## src/rtl/hwpf_nl_issue.sv

```systemverilog
// Next-line prefetch issue stage: builds line+1 candidates, filters them
// against history and pending entries, buffers and offers them to the cache.
module hwpf_nl_issue #(
  parameter int INSERTS     = 2,
  parameter int QUEUE_DEPTH = 3,
  parameter int PEND_DEPTH  = 4,
  parameter int LINE_BYTES  = 64,
  parameter int PAGE_BYTES  = 4096
) (
  input  logic                         clk_i,
  input  logic                         rst_ni,
  input  logic                         enable_i,
  input  logic                         flush_i,
  input  logic [INSERTS-1:0]           cpu_req_valid_i,
  input  logic [INSERTS-1:0][39:0]     cpu_req_addr_i,
  input  logic [QUEUE_DEPTH-1:0][39:0] hist_data_i,
  input  logic [QUEUE_DEPTH-1:0]       hist_valid_i,
  output logic [INSERTS-1:0]           take_req_o,
  output logic [INSERTS-1:0][39:0]     cpu_req_o,
  output logic                         lock_o,
  output logic                         pf_valid_o,
  output logic [39:0]                  pf_addr_o,
  input  logic                         pf_ready_i,
  output logic [15:0]                  drop_cnt_o
);

  localparam int AW = 40;
  localparam int GW = $clog2(PAGE_BYTES);
  localparam int PW = $clog2(PEND_DEPTH);
  localparam int CW = $clog2(PEND_DEPTH + INSERTS + 1);

  typedef enum logic {S_IDLE, S_OFFER} state_t;

  state_t          r_state;
  logic [AW-1:0]   r_mem [PEND_DEPTH];
  logic [PW-1:0]   r_head;
  logic [PW-1:0]   r_tail;
  logic [CW-1:0]   r_count;
  logic [15:0]     r_drop;

  logic [AW-1:0]   w_aln  [INSERTS];
  logic [AW-1:0]   w_cand [INSERTS];
  logic [PW-1:0]   w_slot [INSERTS];
  logic [INSERTS-1:0] w_inpage;
  logic [INSERTS-1:0] w_push;
  logic [PEND_DEPTH-1:0] w_pvld;
  logic [CW-1:0]   w_free;
  logic [CW-1:0]   w_npush;
  logic [CW-1:0]   w_ndrop;
  logic [CW-1:0]   w_cnt_n;
  logic [16:0]     w_dsum;
  logic            w_pop;

  assign w_pop   = (r_state == S_OFFER) & pf_ready_i;
  assign w_free  = CW'(PEND_DEPTH) - r_count + CW'(w_pop);
  assign w_cnt_n = r_count + w_npush - CW'(w_pop);
  assign w_dsum  = {1'b0, r_drop} + 17'(w_ndrop);

  // Line-aligned source, next-line candidate and same-page test per lane
  always_comb begin
    for (int i = 0; i < INSERTS; i++) begin
      w_aln[i]    = cpu_req_addr_i[i] & ~AW'(LINE_BYTES - 1);
      w_cand[i]   = w_aln[i] + AW'(LINE_BYTES);
      w_inpage[i] = w_aln[i][AW-1:GW] == w_cand[i][AW-1:GW];
    end
  end

  // Mark buffer slots currently holding a pending entry
  always_comb begin
    logic [PW-1:0] off;
    off = '0;
    for (int s = 0; s < PEND_DEPTH; s++) begin
      off       = PW'(s) - r_head;
      w_pvld[s] = {{(CW-PW){1'b0}}, off} < r_count;
    end
  end

  // Filter lanes in priority order and allot free slots
  always_comb begin
    logic               ok;
    logic [CW-1:0]      used;
    logic [INSERTS-1:0] elig;
    w_push  = '0;
    w_ndrop = '0;
    used    = '0;
    elig    = '0;
    ok      = 1'b0;
    for (int i = 0; i < INSERTS; i++) begin
      w_slot[i] = '0;
      ok = rst_ni & enable_i & ~flush_i &
           cpu_req_valid_i[i] & w_inpage[i];
      for (int j = 0; j < QUEUE_DEPTH; j++)
        if (hist_valid_i[j] && hist_data_i[j] == w_cand[i]) ok = 1'b0;
      for (int s = 0; s < PEND_DEPTH; s++)
        if (w_pvld[s] && r_mem[s] == w_cand[i]) ok = 1'b0;
      for (int k = 0; k < i; k++)
        if (elig[k] && w_cand[k] == w_cand[i]) ok = 1'b0;
      elig[i] = ok;
      if (ok) begin
        if (used < w_free) begin
          w_push[i] = 1'b1;
          w_slot[i] = r_tail + used[PW-1:0];
          used      = used + CW'(1);
        end else begin
          w_ndrop = w_ndrop + CW'(1);
        end
      end
    end
    w_npush = used;
  end

  // Drive FIFO insert lanes for candidates that enter the buffer
  always_comb begin
    for (int i = 0; i < INSERTS; i++)
      cpu_req_o[i] = w_push[i] ? w_cand[i] : '0;
  end

  assign take_req_o = w_push;
  assign lock_o     = ~enable_i | flush_i | ~rst_ni;
  assign pf_valid_o = r_state == S_OFFER;
  assign pf_addr_o  = (r_state == S_OFFER) ? r_mem[r_head] : '0;
  assign drop_cnt_o = r_drop;

  // Buffer, pointers, drop counter and issue FSM
  always_ff @(posedge clk_i or negedge rst_ni) begin
    if (!rst_ni) begin
      r_state <= S_IDLE;
      r_head  <= '0;
      r_tail  <= '0;
      r_count <= '0;
      r_drop  <= '0;
      for (int s = 0; s < PEND_DEPTH; s++) r_mem[s] <= '0;
    end else if (flush_i) begin
      r_state <= S_IDLE;
      r_head  <= '0;
      r_tail  <= '0;
      r_count <= '0;
    end else begin
      for (int i = 0; i < INSERTS; i++)
        if (w_push[i]) r_mem[w_slot[i]] <= w_cand[i];
      if (w_pop) r_head <= r_head + PW'(1);
      r_tail  <= r_tail + w_npush[PW-1:0];
      r_count <= w_cnt_n;
      r_drop  <= w_dsum[16] ? 16'hFFFF : w_dsum[15:0];
      r_state <= (w_cnt_n != '0) ? S_OFFER : S_IDLE;
    end
  end

endmodule

```

## config.mk

```make
export PLATFORM = sky130hd
export DESIGN_NAME = hwpf_nl_issue
export DESIGN_NICKNAME = d
export VERILOG_FILES = /design/src/rtl/hwpf_nl_issue.sv
export SDC_FILE = /design/constraint.sdc
export NUM_CORES = 1
export LEC_CHECK = 0
export BUFFER_PORTS_ARGS = -buffer_cell sky130_fd_sc_hd__buf_2
export CELL_PAD_IN_SITES_DETAIL_PLACEMENT = 1
export CELL_PAD_IN_SITES_GLOBAL_PLACEMENT = 2
export CORE_ASPECT_RATIO = 0.8
export CORE_MARGIN = 2
export CORE_UTILIZATION = 36
export CTS_CLUSTER_SIZE = 14
export DETAILED_ROUTE_END_ITERATION = 16
export PLACE_DENSITY_LB_ADDON = 0.05
export SLEW_MARGIN = 10
export SYNTH_ARGS = -nofsm -noshare
export SYNTH_HDL_FRONTEND = slang
export SYNTH_SLANG_ARGS = --single-unit
export TNS_END_PERCENT = 100
```

## constraint.sdc

```tcl
create_clock -name clk_i -period 7.87 [get_ports clk_i]
set_input_delay 0.3935 -clock clk_i [delete_from_list [all_inputs] [get_ports clk_i]]
set_output_delay 0.3935 -clock clk_i [all_outputs]
set_load 0.005 [all_outputs]
```

### Yosys cells after proc, flatten, opt, wreduce, memory -nomap -nowiden

Index checks and enable logic that the tools add are counted.

| word-level totals | value |
|---|---|
| register bits | 184 |
| output and inout bits | 140 |
| input bits | 210 |

| operators by class | value |
|---|---|
| magnitude comparators | 11 |
| add/sub/neg operators | 16 |
| multiplexer cells | 53 |
| equality and inequality tests | 17 |
| reductions and logical operators | 19 |
| bitwise gates (word level) | 15 |

Operators by type and width:

| cell | number |
|---|---|
| 40-bit == test | 15 |
| 160-bit two-way mux | 3 |
| 160-bit bitwise mux | 2 |
| 40-bit two-way mux | 7 |
| 40-bit demux with 2-bit select | 2 |
| 40-bit by 7-bit adder with 40-bit output, second input constant | 2 |
| 40-bit binary-select mux with 2-bit select | 1 |
| 28-bit == test | 2 |
| 1-bit two-way mux | 25 |
| 16-bit by 3-bit adder with 17-bit output | 1 |
| 1-bit logical AND | 17 |
| 16-bit two-way mux | 1 |
| 3-bit two-way mux | 5 |
| 2-bit two-way mux | 7 |
| 2-bit by 3-bit less-than comparator with 1-bit output | 4 |
| 3-bit greater-or-equal comparator, second input constant | 3 |
| 2-bit inverter with 3-bit output | 3 |
| 1-bit bitwise AND | 7 |
| 3-bit by 1-bit adder with 3-bit output, second input constant | 2 |
| 3-bit by 1-bit less-than comparator with 1-bit output, second input constant | 2 |
| 2-bit adder | 2 |
| 1-bit by 2-bit subtractor with 2-bit output, first input constant | 2 |
| 2-bit subtractor, first input constant | 2 |
| 3-bit by 1-bit adder with 3-bit output | 1 |
| other kinds (10) | 13 |

### Depth between registers and ports, before layout

Gate-level depths: netlist of the first run.

| logic depth | value |
|---|---|
| depth in word-level cells | 22 |
| mapped depth | 30 |
| depth with buffers taken out | 26 |

### Least setup slack after synthesis of the first run

No wires, ideal clock.

| timing | value |
|---|---|
| path kind | reg-to-reg |
| start | register r_head[0] |
| end | register r_drop[10], in the netlist drop_cnt_o[10] |
| stages on the path, launching flop included | 31 |
| setup time | 0.068 ns |
| arrival time | 5.847 ns |
| slack | 1.955 ns |
| cells stage by stage | dfrtp_1 > clkbuf_1 > buf_1 > xnor2_1 > inv_1 > ha_1 > a21oi_1 > o21ai_0 > a2111oi_0 > nand4_1 > and4b_1 > nand4_1 > o21ai_0 > nand3b_1 > buf_2 > nor2_1 > o21ai_0 > inv_1 > ha_1 > mux2_2 > ha_1 > inv_1 > fa_1 > nor2_1 > and3_1 > nand3_1 > nor2_1 > and3_1 > nand3_1 > clkbuf_1 > nand2_1 |

| between the ends | value |
|---|---|
| longest elaborated chain between the ends | 13 |
| elaborated cells on any way between the ends | 34 |
| classes of those cells | 6 x add/sub; 5 x order compare; 14 x mux; 9 x reduce/logical |

Ends and longest elaborated chain:

| what | RTL line | RTL |
|---|---|---|
| start, declared | 36 | `logic [PW-1:0] r_head;` |
| start signal, assigned | 141 | `if (w_pop) r_head <= r_head + PW'(1);` |
| 1-bit by 2-bit subtractor with 2-bit output | 73 | `off = PW'(s) - r_head;` |
| 2-bit by 3-bit less-than comparator with 1-bit output | 74 | `w_pvld[s] = {{(CW-PW){1'b0}}, off} < r_count;` |
| 1-bit logical AND | 95 | `if (w_pvld[s] && r_mem[s] == w_cand[i]) ok = 1'b0;` |
| 1-bit two-way mux (4 in a row) | 95 |  |
| 1-bit two-way mux | 99 | `if (ok) begin` |
| 3-bit by 1-bit adder with 3-bit output / 3-bit less-than comparator (equally long branches) | 105, 100 |  |
| 3-bit two-way mux | 100 | `if (used < w_free) begin` |
| 3-bit two-way mux * | 99 |  |
| 16-bit by 3-bit adder with 17-bit output * | 57 | `assign w_dsum = {1'b0, r_drop} + 17'(w_ndrop);` |
| 16-bit two-way mux * | 144 | `r_drop <= w_dsum[16] ? 16'hFFFF : w_dsum[15:0];` |
| end signal, assigned | 144 |  |
| end, declared | 39 | `logic [15:0] r_drop;` |

Every way passes the cells marked *; elsewhere a longest branch is shown, timed or not.
A chain may end at the register's enable or synchronous reset.

### Worst setup path after layout of the first run

| timing | value |
|---|---|
| start | input cpu_req_addr_i[7] (netlist name) |
| end | register r_drop[9], in the netlist drop_cnt_o[9] |

| between the ends | value |
|---|---|
| longest elaborated chain between the ends | 16 |
| elaborated cells on any way between the ends | 35 |
| classes of those cells | 3 x add/sub; 1 x order compare; 9 x eq/ne; 13 x mux; 1 x bitwise; 8 x reduce/logical |

Ends and longest elaborated chain:

| what | RTL line | RTL |
|---|---|---|
| start, declared | 15 | `input logic [INSERTS-1:0][39:0] cpu_req_addr_i,` |
| 40-bit by 7-bit adder with 40-bit output * | 63 | `w_cand[i] = w_aln[i] + AW'(LINE_BYTES);` |
| 28-bit == test / 40-bit == test (equally long branches) | 64, 93 |  |
| 1-bit bitwise AND / 1-bit logical AND (equally long branches) | 91, 93 |  |
| 1-bit two-way mux (3 in a row) | 93 | `if (hist_valid_i[j] && hist_data_i[j] == w_cand[i]) ok = 1'b0;` |
| 1-bit two-way mux (4 in a row) | 95 |  |
| 1-bit two-way mux | 99 |  |
| 3-bit by 1-bit adder with 3-bit output / 3-bit less-than comparator (equally long branches) | 105, 100 |  |
| 3-bit two-way mux | 100 |  |
| 3-bit two-way mux * | 99 |  |
| 16-bit by 3-bit adder with 17-bit output * | 57 |  |
| 16-bit two-way mux * | 144 |  |

Marked as above.

==> impl_metrics.py, run 1 <==
metrics = {
    "run_status": {
        "run_status": "complete, but fails checks",
        "violations": "negative hold slack",
    },
    "synth": {
        "syn_area_sq_um": 25500,
        "synth-edff-count": 0,
        "synthFlopType": "dfrtp_1",
        "ys_types": 107,
        "postSynthAreaPerCell_sq_um": 8.17,
        "synth_cells": 3119,
        "ys_warn_count": 0,
        "synth-seq-area-share_pct": 18.1,
        "async_reset_ff_share_pct": 100,
        "ys_ff_latch": 184,
    },
    "placed_design": {
        "port_buffers": 325,
        "place_inst": 4305,
        "place_congestion": 1.07,
        "dp_hpwl_microns": 142000,
        "place_area_sq_um": 28700,
    },
    "pwr": {
        "power_density_nw_per_um2": 196,
        "clockPowerShare_pct": 16.3,
        "vdd_drop_max_mv": 0.258,
        "pwr-share-seq_pct": 31.6,
        "p_comb_share_pct": 52.0,
        "total_power_mw": 5.75,
        "leakage_nw": 11.8,
        "switchingPower_mw": 2.93,
        "p_sw_share_pct": 50.9,
        "internal_power_mw": 2.82,
    },
    "worst_setup_path": {
        "critical_path_required_ps": 8300,
        "arrival_ps": 7490,
        "reg2regPathDepth": 25,
        "startpoint_type": "input pin",
        "slowest_delay_ps": 1030,
        "slowest_stage": "a2111oi_0",
        "crit_fanout": 10,
        "crit_type": "in2reg",
        "end_kind": "flop",
    },
    "finish": {
        "final_common_cell": "xnor2_1",
        "nets": 3619,
        "drive_gt1_share_pct": 20.0,
        "area_delta_synth_final_pct": 14.8,
        "fillers": 8501,
        "fin_area_sq_um": 29300,
        "fin_cells": 4339,
        "most-common-layout-cells": "333 x xnor2_1, 324 x buf_2, 246 x nor2_1",
    },
    "detailed_routing": {
        "num_vias": 30100,
        "first_pass_iters": 6,
        "postRouteAntennaNets": 0,
        "drc": 0,
        "wl_per_cell_microns": 40.7,
        "vias_per_cell": 6.95,
        "drtIter0Drc": 5026,
        "totalWireLength_microns": 177000,
    },
    "clock_tree": {
        "post_cts_buffers": 0,
        "cts_root_buf": "clkbuf_16",
        "numClockSinks": 184,
        "cts-root-to-sink-buffers": 2,
        "clk_latency_ps": 490,
        "htreeDepth": 4,
        "cts_tree": "yes",
        "cts_resized": 0,
        "postCtsHoldBufs": 0,
        "numCtsBuffers": 17,
        "path_clk_slew_ps": 70,
    },
    "global_route": {
        "grt_pass1_wl_microns": 240000,
        "antenna_found_initial": 15,
        "overflow": 0,
        "grt_pass1_vias": 29300,
        "track_usage_pct": 47.1,
        "grt_start_max_net_pins": 93,
    },
    "die": {
        "die_height_microns": 242,
        "die_area_sq_um": 73000,
        "die_x_microns": 302,
        "rows": 87,
        "io_pins": 350,
        "start_util_pct": 36.3,
        "core_sq_um": 70300,
    },
    "sta": {
        "setup_violations": 0,
        "finalMaxSlewViolations": 0,
        "worst_pin_slew_ps": 1430,
        "skew_ps": 14.3,
        "rsz0062_at_grt": "no",
        "whs_ps": -31.7,
        "hold_viol_final": 10,
        "period_needed_ps": 7070,
        "slew_headroom_pct": 3.54,
        "post-route-period-util_pct": 89.8,
        "fin_tns_setup_ps": 0,
        "fmax_ghz": 0.142,
    },
    "hold_path": {
        "holdCritPathClass": "in2async",
    },
    "run": {
        "maxCapViolations": 0,
    },
}
[per-stage QoR]
step / setup slack, ps / utilization, %
floorplan: 1960 / -
global placement: 745 / 40.8
detailed placement: 689 / 40.8
CTS: 1080 / 41.6
global route: 584 / 41.6
finish: 804 / 41.6
[layer usage]
layer | vias to the layer above | track usage [%] | share of wire, %
met5 | - | 0 | 0.044
met4 | 10 | 23.7 | 5.8
met3 | 489 | 18.2 | 15
met2 | 2383 | 66.0 | 40
met1 | 15300 | 62.4 | 39
li1 | 12000 | - | -
[critical path: cells and delay by family]
kind | cells | cell delay (ps)
and+or+nand+nor | 12 | 2140
AOI/OAI and AO/OA | 5 | 2040
adders and majority gates | 4 | 1600
buffers and inverters | 6 | 980
xor gates and xnor gates | 1 | 190
muxes | 1 | 130
[path summary, 6_finish.rpt]
kind                                   start       endpoint  slack [ps]
max                        cpu_req_addr_i[7]  drop_cnt_o[9]         800
min                                   rst_ni      r_mem[45]         -30
max reg2reg                        r_head[0]  drop_cnt_o[9]         980
min reg2reg                        r_mem[40]      r_mem[40]         520
max in group asynchronous             rst_ni      r_head[0]        6560
min in group clk_i                pf_ready_i      r_head[0]         370
[registers in the layout, indices dropped and copies added (netlist names)]
signal,cells
pf_valid_o,1
r_tail,2
drop_cnt_o,16
r_mem,160
r_count,3
r_head,2
[power groups by stage]
| stage | clock [mW] | combinational (mW) | sequential, mW |
|---|---|---|---|
| 2_1_floorplan | 0 | 1.79 | 1.34 |
| 3_3_place_gp | 0 | 2.79 | 1.73 |
| 3_5_place_dp | 0 | 2.85 | 1.75 |
| 4_1_cts | 0.941 | 2.88 | 1.73 |
| 5_1_grt | 0.972 | 3.10 | 1.78 |
| 6_report | 0.938 | 2.99 | 1.82 |
[Yosys cell counts, types with 41 or more instances]
cell | instances | area (sq um)
a21oi_1 | 92 | 460
and2_1 | 90 | 563
buf_2 | 67 | 335
clkbuf_1 | 144 | 541
dfrtp_1 | 184 | 4600
inv_1 | 80 | 300
mux2i_1 | 225 | 2250
nand2_1 | 194 | 728
nand2b_1 | 41 | 257
nand3_1 | 111 | 556
nand4_1 | 98 | 613
nor2_1 | 248 | 931
nor3_1 | 92 | 460
nor4_1 | 90 | 563
o21ai_0 | 98 | 490
xnor2_1 | 337 | 2950
xor2_1 | 146 | 1280
[kinds of logic after synthesis]
logic type               count (synthesis)  synth area share, %
adder cells (fa/ha/maj)                 20                 1.03
AND/OR/NAND/NOR                       1225                 26.7
other                                    1               0.0147
multiplexers                           275                 12.8
flip-flops                             184                 18.1
buffers and inverters                  357                 6.16
XOR/XNOR                               527                 20.3
AO/OA/AOI/OAI                          530                 14.9
[layout make-up]
cell class / instances / area, sq um / share of cell area, %
multi-input cells: 2589 / 19400 / 66.4
flip-flops and latches: 184 / 4610 / 15.7
repair buffers: 518 / 3130 / 10.7
well taps: 934 / 1170 / 3.99
clock buffers: 19 / 453 / 1.55
inverters: 80 / 300 / 1.03
clock inverters: 11 / 148 / 0.504
diodes: 4 / 10.0 / 0.0342
(Power assumes the default switching activity.)
==> run 2, diff against run 1 <==
CORE_MARGIN = 4   (was 2)
PLACE_DENSITY = 0.9   (was not set)
PLACE_DENSITY_LB_ADDON = not set   (was 0.05)
==> impl_metrics.py, run 2 (synthesis gave the netlist of run 1 again) <==
metrics = {
    "sta": {
        "fmax_ghz": 0.147,
        "rsz0062_at_grt": "no",
        "worst_pin_slew_ps": 1320,
        "period_needed_ps": 6780,
        "hold_viol_final": 0,
        "fin_tns_setup_ps": 0,
        "skew_ps": 18.2,
        "post-route-period-util_pct": 86.2,
        "setup_violations": 0,
        "slew_headroom_pct": 10.9,
        "whs_ps": 375,
        "finalMaxSlewViolations": 0,
    },
    "global_route": {
        "overflow": 0,
        "grt_pass1_vias": 29000,
        "grt_start_max_net_pins": 74,
        "antenna_found_initial": 14,
        "grt_pass1_wl_microns": 232000,
        "track_usage_pct": 43.5,
    },
    "placed_design": {
        "place_congestion": 1.06,
        "port_buffers": 325,
        "dp_hpwl_microns": 136000,
        "place_area_sq_um": 28500,
        "place_inst": 4280,
    },
    "hold_path": {
        "holdCritPathClass": "in2reg",
    },
    "finish": {
        "seq_area_sq_um": 4610,
        "area_delta_synth_final_pct": 14.0,
        "largest_reg_flops": 160,
        "most-common-layout-cells": "334 x xnor2_1, 324 x buf_2, 246 x nor2_1",
        "final_common_cell": "xnor2_1",
        "top_register": "r_mem",
        "fin_area_sq_um": 29100,
        "nets": 3605,
        "fillers": 8460,
        "drive_gt1_share_pct": 19.5,
        "fin_cells": 4318,
        "multiInputGateArea_sq_um": 19400,
    },
    "detailed_routing": {
        "drtIter0Drc": 4608,
        "drc": 0,
        "wl_per_cell_microns": 39.2,
        "wl_met1_microns": 65400,
        "met3_length_microns": 25600,
        "num_vias": 29900,
        "totalWireLength_microns": 169000,
        "postRouteAntennaNets": 0,
        "vias_per_cell": 6.92,
        "met2_length_microns": 68100,
        "dr.max_layer_used": "met5",
        "first_pass_iters": 6,
    },
    "pwr": {
        "leakage_nw": 11.7,
        "power_density_nw_per_um2": 193,
        "vdd_drop_max_mv": 0.185,
    },
    "die": {
        "die_height_microns": 246,
        "start_util_pct": 36.7,
        "die_area_sq_um": 75200,
        "die_x_microns": 306,
        "io_pins": 350,
        "core_sq_um": 69500,
        "rows": 86,
    },
    "worst_setup_path": {
        "end_kind": "flop",
        "crit_type": "in2reg",
        "arrival_ps": 7190,
        "reg2regPathDepth": 28,
        "rrSetupSlack_ps": 1310,
        "crit_path_start": "cpu_req_addr_i[6]",
        "worst_r2r_endpoint": "drop_cnt_o[1]",
        "r2r_start": "r_head[1]",
        "crit_fanout": 13,
        "startpoint_type": "input pin",
        "critical_path_required_ps": 8270,
        "crit_end": "drop_cnt_o[1]",
    },
    "clock_tree": {
        "clk_latency_ps": 490,
        "numClockSinks": 184,
        "cts_root_buf": "clkbuf_16",
        "path_clk_slew_ps": 70,
        "cts-root-to-sink-buffers": 2,
        "cts_tree": "yes",
        "htreeDepth": 4,
        "numCtsBuffers": 17,
    },
    "run": {
        "maxCapViolations": 0,
    },
    "run_status": {
        "run_status": "finished clean",
    },
}
==> run 2: cell types whose count changed in the layout (fill, tap and decap cells not counted), moves of 2 or more <==
cell | before | now
bufinv_16 | 3 | 1
clkinv_2 | 3 | 1
clkbuf_1 | 0 | 4
buf_12 | 4 | 2
clkinvlp_4 | 1 | 4
buf_4 | 189 | 176
==> run 2: metrics by stage <==
step / util [%] / setup slack, ps / power (mW)
finish: 41.8 / 1090 / 5.62
global route: 41.8 / 817 / 5.74
CTS: 41.8 / 1320 / 5.42
detailed placement: 41.0 / 845 / 4.53
global placement: 41.0 / 937 / 4.49
floorplan: - / 1960 / 3.13
==> run 2: how the worst min path moves through the flow <==
stage                    start  slack [ps]  cells after the start       endpoint
floorplan               rst_ni         100                      0  drop_cnt_o[0]
CTS                 pf_ready_i         360                      4      r_head[0]
global placement        rst_ni         410                      1  drop_cnt_o[5]
global route        pf_ready_i         420                      4      r_head[0]
detailed placement      rst_ni         410                      1  drop_cnt_o[3]
finish              pf_ready_i         370                      4      r_head[0]
==> run 2: layout make-up <==
| class | instances | share of cell area, % |
|---|---|---|
| well taps | 924 | 3.98 |
| multi-input cells | 2589 | 66.8 |
| clock inverters | 9 | 0.314 |
| repair buffers | 504 | 10.3 |
| clock buffers | 23 | 1.61 |
| diodes | 5 | 0.0430 |
| inverters | 80 | 1.03 |
| flip-flops and latches | 184 | 15.9 |
==> run 2: power by group <==
part           internal, mW  switching [mW]  total, mW
clock network         0.454           0.423      0.877
logic                  1.17            1.72       2.89
registers              1.13           0.723       1.85
==> run 2: routing by layer <==
metal  global-route usage [%]  vias up
met3                     17.3      491
met2                     62.1     2395
li1                         -    12000
met5                        0        -
met4                     21.5       20
met1                     56.8    15000
==> run 2: worst max-delay path, cell delays in order <==
cell	delay (ps)
buf_2	130
ha_1	330
nand3_1	400
o31ai_1	540
and2_1	490
xnor2_1	230
o2111ai_1	210
or4b_1	640
nor4_1	620
a22oi_1	190
o311ai_1	130
buf_4	300
nor2_1	90
o21ai_0	240
inv_1	80
ha_1	270
mux2_2	130
ha_1	150
inv_1	60
fa_1	350
nor2_1	120
and3_1	230
nand3_1	110
nor2_1	170
and3_1	200
nand3_1	80
buf_4	190
o211ai_1	100
==> run 2: what timing repair did <==
| item | in CTS | in global routing |
|---|---|---|
| hold buffers | 1 | 0 |
| setup endpoints to repair | 0 | 0 |
| resized for setup | 0 | 0 |
| endpoints found under the hold margin | 60 | 0 |
| buffers inserted | 0 | 0 |
